### config.mk
export PLATFORM = sky130hd
export DESIGN_NAME = shift_cmd_pipe
export DESIGN_NICKNAME = d
export VERILOG_FILES = /design/src/rtl/shift_cmd_pipe.sv
export SDC_FILE = /design/constraint.sdc
export NUM_CORES = 1
export LEC_CHECK = 0
export BUFFER_PORTS_ARGS = -buffer_cell sky130_fd_sc_hd__buf_4
export CORE_ASPECT_RATIO = 0.7
export CORE_MARGIN = 2
export CORE_UTILIZATION = 40
export DETAILED_ROUTE_END_ITERATION = 10
export HOLD_SLACK_MARGIN = 0.05
export REMOVE_ABC_BUFFERS = 1
export SYNTH_ARGS = -nofsm -noshare
export SYNTH_HDL_FRONTEND = slang
export SYNTH_SLANG_ARGS = --single-unit
### constraint.sdc
create_clock -name clk -period 2.6 [get_ports clk]
set_input_delay 0.26 -clock clk [delete_from_list [all_inputs] [get_ports clk]]
set_output_delay 0.26 -clock clk [all_outputs]
set_load 0.02 [all_outputs]
### src/rtl/shift_cmd_pipe.sv
// Command FIFO feeding an external barrel shifter, with a registered result stage.
// Optional macro SHIFT_ZERO_FLAG_EN adds out_zero, a registered (result == 0) flag.
module shift_cmd_pipe #(
    parameter int unsigned DEPTH = 4,
    parameter int unsigned TAG_W = 4
) (
    input  logic                     clk,
    input  logic                     rst,
    input  logic                     in_valid,
    output logic                     in_ready,
    input  logic [31:0]              in_a,
    input  logic [4:0]               in_b,
    input  logic [1:0]               in_aluc,
    input  logic [TAG_W-1:0]         in_tag,
    output logic [31:0]              sh_a,
    output logic [4:0]               sh_b,
    output logic [1:0]               sh_aluc,
    input  logic [31:0]              sh_c,
    output logic                     out_valid,
    input  logic                     out_ready,
    output logic [31:0]              out_c,
    output logic [TAG_W-1:0]         out_tag,
`ifdef SHIFT_ZERO_FLAG_EN
    output logic                     out_zero,
`endif
    output logic [$clog2(DEPTH):0]   count
);

    localparam int unsigned AW = $clog2(DEPTH);
    localparam int unsigned CW = AW + 1;

    typedef struct packed {
        logic [31:0]      a;
        logic [4:0]       b;
        logic [1:0]       aluc;
        logic [TAG_W-1:0] tag;
    } cmd_t;

    cmd_t              mem_q [DEPTH];
    cmd_t              wr_cmd;
    cmd_t              head;

    logic [AW-1:0]     wptr_q, wptr_d;
    logic [AW-1:0]     rptr_q, rptr_d;
    logic [CW-1:0]     count_q, count_d;
    logic              out_valid_q, out_valid_d;
    logic [31:0]       out_c_q, out_c_d;
    logic [TAG_W-1:0]  out_tag_q, out_tag_d;
    logic              out_zero_q, out_zero_d;

    logic              push;
    logic              pop;
    logic              not_empty;

    // Readiness depends only on occupancy, so a full FIFO refuses a push even
    // when the same edge frees a slot.
    always_comb begin
        not_empty = (count_q != '0);
        in_ready  = (count_q < CW'(DEPTH));
        push      = in_valid && in_ready;
        pop       = not_empty && (!out_valid_q || out_ready);
        head      = mem_q[rptr_q];

        wr_cmd.a    = in_a;
        wr_cmd.b    = in_b;
        wr_cmd.aluc = in_aluc;
        wr_cmd.tag  = in_tag;
    end

    always_comb begin
        sh_a    = '0;
        sh_b    = '0;
        sh_aluc = '0;
        if (not_empty) begin
            sh_a    = head.a;
            sh_b    = head.b;
            sh_aluc = head.aluc;
        end
    end

    always_comb begin
        wptr_d      = wptr_q;
        rptr_d      = rptr_q;
        count_d     = count_q;
        out_valid_d = out_valid_q;
        out_c_d     = out_c_q;
        out_tag_d   = out_tag_q;
        out_zero_d  = out_zero_q;

        if (push) begin
            wptr_d = wptr_q + AW'(1);
        end

        if (pop) begin
            rptr_d      = rptr_q + AW'(1);
            out_valid_d = 1'b1;
            out_c_d     = sh_c;
            out_tag_d   = head.tag;
            out_zero_d  = (sh_c == '0);
        end else if (out_valid_q && out_ready) begin
            out_valid_d = 1'b0;
        end

        case ({push, pop})
            2'b10:   count_d = count_q + CW'(1);
            2'b01:   count_d = count_q - CW'(1);
            default: count_d = count_q;
        endcase
    end

    always_ff @(posedge clk) begin
        if (rst) begin
            wptr_q      <= '0;
            rptr_q      <= '0;
            count_q     <= '0;
            out_valid_q <= 1'b0;
            out_c_q     <= '0;
            out_tag_q   <= '0;
            out_zero_q  <= 1'b0;
        end else begin
            wptr_q      <= wptr_d;
            rptr_q      <= rptr_d;
            count_q     <= count_d;
            out_valid_q <= out_valid_d;
            out_c_q     <= out_c_d;
            out_tag_q   <= out_tag_d;
            out_zero_q  <= out_zero_d;
        end
    end

    // Storage needs no reset: the sh_* outputs are masked while the FIFO is empty.
    always_ff @(posedge clk) begin
        if (push) begin
            mem_q[wptr_q] <= wr_cmd;
        end
    end

    assign out_valid = out_valid_q;
    assign out_c     = out_c_q;
    assign out_tag   = out_tag_q;
    assign count     = count_q;

`ifdef SHIFT_ZERO_FLAG_EN
    assign out_zero  = out_zero_q;
`else
    logic unused_zero;
    assign unused_zero = out_zero_q;
`endif

endmodule

==> flow_metrics.py, run 1 <==
metrics = {
    "status": {
        "status": "finished, final reports clean",
    },
    "die": {
        "die_h_um": 124.6,
        "row_count": 44,
        "fp.dieW_um": 176.3,
        "start_util_pct": 40.49,
        "fp.dieArea_um2": 21970,
        "core_um2": 20530,
        "ios": 159,
    },
    "place": {
        "gp_congestion": 0.7151,
        "post-place-cells": 904,
        "placed_cell_area_um2": 9843,
        "dpl.hpwl_mm": 11.13,
        "portBuffers": 158,
    },
    "worst_hold_path": {
        "hold_path.class": "input port to flip-flop",
        "min_to": "out_c[11]",
        "hold_depth": 2,
        "hold_path_startpoint": "rst",
    },
    "yosys": {
        "synth.distinct_cells": 25,
        "syn_area_um2": 8314,
        "synth.top_cell.area_share_pct": 62.12,
        "avgSynthCellArea_um2": 16.97,
        "synth_top_family_by_area": "multiplexers",
        "ys_top_cells_by_area": "edfxtp_1 (62%), mux4_2 (12%), dfxtp_1 (11%)",
        "ys_top_cells_by_count": "edfxtp_1 (172), dfxtp_1 (46), and2_1 (43), mux4_2 (43), a21oi_1 (41)",
        "yosys.area_share.simple_pct": 6.230,
        "synthAdderAreaFrac_pct": 0.9932,
        "ys_ff_latch": 218,
        "synth_warnings": 0,
        "synth-xor-area-share_pct": 0.3160,
        "synth_top_cell_by_area": "edfxtp_1",
        "synth_compound_area_share_pct": 5.041,
        "synth_edf_count": 172,
        "synthMuxAreaShare_pct": 11.77,
        "yosysMostFrequentCell": "edfxtp_1",
        "syn_inst": 490,
        "yosysSeqAreaShare_pct": 73.20,
        "yosys_most_used_dff": "edfxtp_1",
        "synth-async-reset-ratio_pct": 0,
    },
    "global_routing": {
        "gr-usage-met2_pct": 26.97,
        "antenna_found_initial": 1,
        "grt_usage_pct": 16.87,
        "grt_pass1_wl_mm": 28.83,
        "grt_pass1_vias": 5381,
        "grt_overflow": 0,
        "use_met1_pct": 23.84,
        "grt_max_degree": 48,
        "met3_usage_pct": 3.632,
        "busiest_layer": "met2",
    },
    "setup_path": {
        "rrSetupSlack_ns": 0.56,
        "path_class": "flip-flop to output pin",
        "r2r_start": "count[2]",
        "cpPeakStageDelay_ns": 0.58,
        "r2r_end": "count[2]",
        "worstPathRequired_ns": 2.34,
        "cp-end-kind": "output pin",
        "cp_cell_sequence": "buf_12, mux4_2, and2_1, buf_4",
        "critical_path_peak_fanout": 17,
        "slowest_stage": "dfxtp_4",
        "critical_path_arrival_ns": 2.20,
        "cp-start-kind": "flip-flop",
        "rr_worst_depth": 8,
    },
    "run": {
        "cap_viol_max_count": 0,
    },
    "route": {
        "num_vias": 5060,
        "routed_via_density": 4.961,
        "wirelength_mm": 18.36,
        "antenna_left": 0,
        "wl_per_cell_um": 18.00,
        "drcViolationCount": 0,
        "drt_iter0_drc": 323,
        "firstDrtPassIters": 5,
    },
    "power": {
        "power_density_nw_per_um2": 1052,
        "ir_worst_vdd_v": 0.0005386,
        "leakagePower_nw": 4.097,
    },
    "cells_and_area": {
        "syn_to_final_growth_pct": 35.89,
        "multi_input_area_um2": 2042,
        "drive_gt1_share_pct": 35.40,
        "regArea_um2": 6091,
        "fillers": 1653,
        "final_net_count": 812,
        "final_area_um2": 11300,
        "final_cells": 1020,
    },
    "clock_network": {
        "root_buffer": "clkbuf_16",
        "cts.reportedPaths.clkPinSlew_ns": 0.06,
        "clock-sinks": 218,
        "cts_buffers": 22,
        "h-tree-depth": 1,
        "cts_buffer_depth": 3,
        "clk_latency_ns": 0.51,
        "tritoncts": "yes",
    },
    "sta": {
        "slew_viol_final": 0,
        "finalCritPeriodShare_pct": 94.73,
        "final.setup_skew_ns": 0.02215,
        "slew_headroom_pct": 56.88,
        "setup_viol": 0,
        "fmax_ghz": 0.4060,
        "timing.hold.ws_ns": 0.2186,
        "worstMarginPinSlew_ns": 0.6468,
        "hold_violations": 0,
        "fin_crit_ns": 2.463,
        "tns_ns": 0,
        "rsz0062_at_grt": "false",
    },
}
==> layout by cell type, fill, tap and decap left out, types with 3 or more instances in the layout <==
cell and instances:
a21oi_1 41, edfxtp_1 172, dfxtp_1 44, clkbuf_16 23
clkbuf_2 3, dlygate4sd3_1 75, buf_4 173, o21ai_0 38
clkinv_1 3, mux4_2 43, and2_2 4, and2_1 39
nor2_1 7, nand3_1 36, clkbuf_8 3, ha_1 5
inv_1 8
==> how the worst max path moves through the flow <==
stage                           to  depth (start not counted)      start
after floorplan           count[2]                          8   count[2]
after global placement     sh_a[7]                          3   count[2]
after detailed placement   sh_a[7]                          3   count[2]
after CTS                  sh_a[0]                          4  flip-flop
after global routing       sh_a[0]                          4  flip-flop
final                      sh_a[0]                          4  flip-flop
==> logic make-up after synthesis <==
family | count (synthesis)
flip-flops | 218
AND/OR/NAND/NOR | 93
AO/OA/AOI/OAI | 81
buffers and inverters | 45
multiplexers | 44
adder cells (fa/ha/maj) | 6
XOR/XNOR | 3
==> layer usage <==
layer | routed length [um] | part of all wire [%] | vias up
met2 | 8567 | 47 | 156
met4 | 308 | 1.7 | 0
met1 | 8420 | 46 | 2516
li1 | - | - | 2357
met5 | 0 | 0 | -
met3 | 1064 | 5.8 | 31
==> power by group <==
part / total (mW) / switching (mW) / internal, mW
Clock: 3.00 / 1.27 / 1.73
Sequential: 4.56 / 0.255 / 4.30
Combinational: 4.32 / 2.37 / 1.95
Total: 11.9 / 3.90 / 7.99
==> worst max-delay path, delay by kind of cell, from the launching register on <==
family,cells,cell delay (ns)
and+or+nand+nor,1,0.17
DFF,1,0.58
muxes,1,0.55
buffers and inverters,2,0.39
==> registers in the layout, indices dropped and copies added, names as in the netlist, named ones only <==
name	flops
out_valid	1
wptr_q	2
out_tag	4
mem_q	172
out_c	32
rptr_q	2
count	3
==> what timing repair did <==
| item | 4_1_cts | 5_1_grt |
|---|---|---|
| buffers inserted | 0 | 0 |
| hold buffers | 75 | 0 |
| endpoints found under the setup margin | 1 | 0 |
| hold endpoints to repair | 204 | 0 |
| resized for setup | 1 | 0 |
==> cell type report <==
| class | instances | area share, % |
|---|---|---|
| clock buffer | 32 | 5.725 |
| clock inverter | 8 | 0.4540 |
| antenna | 1 | 0.02215 |
| multi-input combinational | 227 | 18.07 |
| timing repair buffer | 250 | 18.49 |
| tap | 276 | 3.056 |
| inverter | 8 | 0.2658 |
| sequential | 218 | 53.91 |
==> per-stage QoR <==
stage               worst slack [ns]  utilization, %  total power [mW]
finish                        0.1371           55.02             11.88
global route                0.001720           55.02             12.53
CTS                          0.06444           55.01             12.03
detailed placement            0.5358           47.93             8.905
global placement              0.5917           47.93             8.821
floorplan                    -0.6087               -             7.100
Note: power is estimated with default switching activity, not from simulation.
==> run 2: changes to the inputs <==
--- a/config.mk
+++ b/config.mk
@@ -6,12 +6,12 @@
 export NUM_CORES = 1
 export LEC_CHECK = 0
 export BUFFER_PORTS_ARGS = -buffer_cell sky130_fd_sc_hd__buf_4
+export CAP_MARGIN = 20
 export CORE_ASPECT_RATIO = 0.7
 export CORE_MARGIN = 2
 export CORE_UTILIZATION = 40
 export DETAILED_ROUTE_END_ITERATION = 10
 export HOLD_SLACK_MARGIN = 0.05
-export REMOVE_ABC_BUFFERS = 1
 export SYNTH_ARGS = -nofsm -noshare
 export SYNTH_HDL_FRONTEND = slang
 export SYNTH_SLANG_ARGS = --single-unit
==> run 2 against run 1 <==
Wire length grew 0.76%; maximum frequency is 2.5% higher; clock power about the same; combinational power hardly changed; non-clock buffer count stayed put; worst hold slack got worse by 0.012 ns; critical path depth did not move; die area stayed put; sequential power is essentially flat.
==> flow_metrics.py, run 2 (synthesized netlist as in run 1, its figures left out) <==
metrics = {
    "global_routing": {
        "grt_pass1_wl_mm": 28.26,
        "met3_usage_pct": 3.236,
        "grt_pass1_vias": 5242,
        "grt_overflow": 0,
        "busiest_layer": "met2",
        "grt_usage_pct": 16.69,
        "grt_max_degree": 52,
        "antenna_found_initial": 0,
        "gr-usage-met2_pct": 27.38,
        "use_met1_pct": 22.79,
    },
    "sta": {
        "slew_viol_final": 0,
        "fin_crit_ns": 2.404,
        "final.setup_skew_ns": 0.01096,
        "worst_slack_ns": 0.1960,
        "worstMarginPinSlew_ns": 0.5418,
        "hold_violations": 0,
        "tns_ns": 0,
        "finalCritPeriodShare_pct": 92.46,
        "rsz0062_at_grt": "false",
        "slew_headroom_pct": 63.88,
        "setup_viol": 0,
        "fmax_ghz": 0.4160,
    },
    "setup_path": {
        "cp-start-kind": "flip-flop",
        "cp_cell_sequence": "buf_4, mux4_2, and2_1, buf_4",
        "cp-end-kind": "output pin",
        "critical_path_peak_fanout": 11,
        "path_class": "flip-flop to output pin",
        "worstPathRequired_ns": 2.34,
        "path_common_cell": "buf_4",
        "critical_path_arrival_ns": 2.14,
        "cpPeakStageDelay_ns": 0.53,
        "slowest_stage": "mux4_2",
    },
    "route": {
        "firstDrtPassIters": 5,
        "wirelength_mm": 18.50,
        "antenna_left": 0,
        "wl_per_cell_um": 18.17,
        "num_vias": 5065,
        "drt_iter0_drc": 360,
        "routed_via_density": 4.975,
        "drcViolationCount": 0,
    },
    "clock_network": {
        "tritoncts": "yes",
        "cts_buffers": 22,
        "clock-sinks": 218,
        "cts_buffer_depth": 3,
        "cts.reportedPaths.clkPinSlew_ns": 0.06,
        "h-tree-depth": 1,
        "clk_latency_ns": 0.50,
        "root_buffer": "clkbuf_16",
        "postCtsSetupBuffers": 0,
    },
    "run": {
        "cap_viol_max_count": 0,
    },
    "place": {
        "portBuffers": 158,
        "post-place-cells": 904,
        "post-place-ws_ns": 0.5774,
        "placed_cell_area_um2": 9843,
        "dpl.hpwl_mm": 11.07,
        "gp_congestion": 0.7767,
    },
    "worst_hold_path": {
        "hold_path.class": "input port to flip-flop",
    },
    "cells_and_area": {
        "layout_commonest_cell": "buf_4",
        "regMostFlops": "mem_q",
        "drive_gt1_share_pct": 34.23,
        "layout_common_cells": "buf_4 (173), edfxtp_1 (172), dlygate4sd3_1 (75)",
        "largest_register_ffs": 172,
        "diodes": 0,
        "final_area_um2": 11280,
        "final_cells": 1018,
        "fillers": 1641,
        "syn_to_final_growth_pct": 35.65,
        "final_net_count": 812,
    },
    "yosys": {
        "synth_fp_nets": 575,
    },
    "die": {
        "core_um2": 20530,
        "die_h_um": 124.6,
        "fp.dieArea_um2": 21970,
        "row_count": 44,
        "fp.dieW_um": 176.3,
        "start_util_pct": 40.49,
        "ios": 159,
    },
    "power": {
        "leakagePower_nw": 4.076,
        "ir_worst_vdd_v": 0.0004998,
        "power_density_nw_per_um2": 1053,
        "total_power_mw": 11.87,
    },
    "status": {
        "status": "finished, final reports clean",
    },
}
-- run 2: cell count changes in the layout (fill, tap and decap cells not counted) --
cell / change
clkbuf_16: -1
clkinv_2: -1
clkbuf_4: -1
clkinv_1: +2
clkbuf_1: +6
clkinvlp_2: -1
clkbuf_2: -3
clkbuf_8: -3
bufinv_16: +2
diode_2: -1
clkinv_4: -1
-- run 2: per-stage QoR --
stage	util (%)	hold slack, ns
global route	54.92	0.2126
finish	54.92	0.2066
detailed placement	47.93	0.4633
floorplan	-	0.3589
CTS	54.90	0.1779
global placement	47.93	0.4575
-- run 2: power by group --
part	total (mW)	leakage (nW)	internal, mW	switching (mW)
registers	4.56	1.96	4.30	0.262
clock network	2.99	0.327	1.76	1.23
logic	4.31	1.79	1.94	2.38
-- run 2: timing repair --
| item | CTS | global route |
|---|---|---|
| setup endpoints to repair | 0 | 4 |
| resized for setup | 0 | 1 |
| hold endpoints to repair | 204 | 0 |
| hold buffers | 75 | 0 |
-- run 2: routing by layer --
layer	routed length [um]	share of wire (%)
met5	0	0
met4	450	2.4
met3	945	5.1
met2	8814	48
met1	8291	45
-- run 2: worst paths after layout --
kind / depth (start not counted) / startpoint / endpoint / slack (ns)
min: 2 / rst / wptr_q[1] / 0.21
max reg2reg: 8 / count[2] / count[2] / 0.55
max: 4 / flip-flop / sh_aluc[0] / 0.20
min reg2reg: 2 / out_tag[1] / out_tag[1] / 0.48
-- run 2: cell type report --
type / count / area (um2) / share of cell area (%)
multi-input combinational: 227 / 2042 / 18.11
timing repair buffer: 250 / 2090 / 18.53
inverter: 8 / 30.03 / 0.2663
clock buffer: 30 / 580.6 / 5.148
tap: 276 / 345.3 / 3.062
clock inverter: 9 / 100.1 / 0.8875
sequential: 218 / 6091 / 54.00
-- run 2: worst max-delay path: cells and delay by family (launching register included) --
family,cells,cell delay [ns]
flops,1,0.49
buf+inv,2,0.44
simple gates,1,0.17
mux,1,0.53
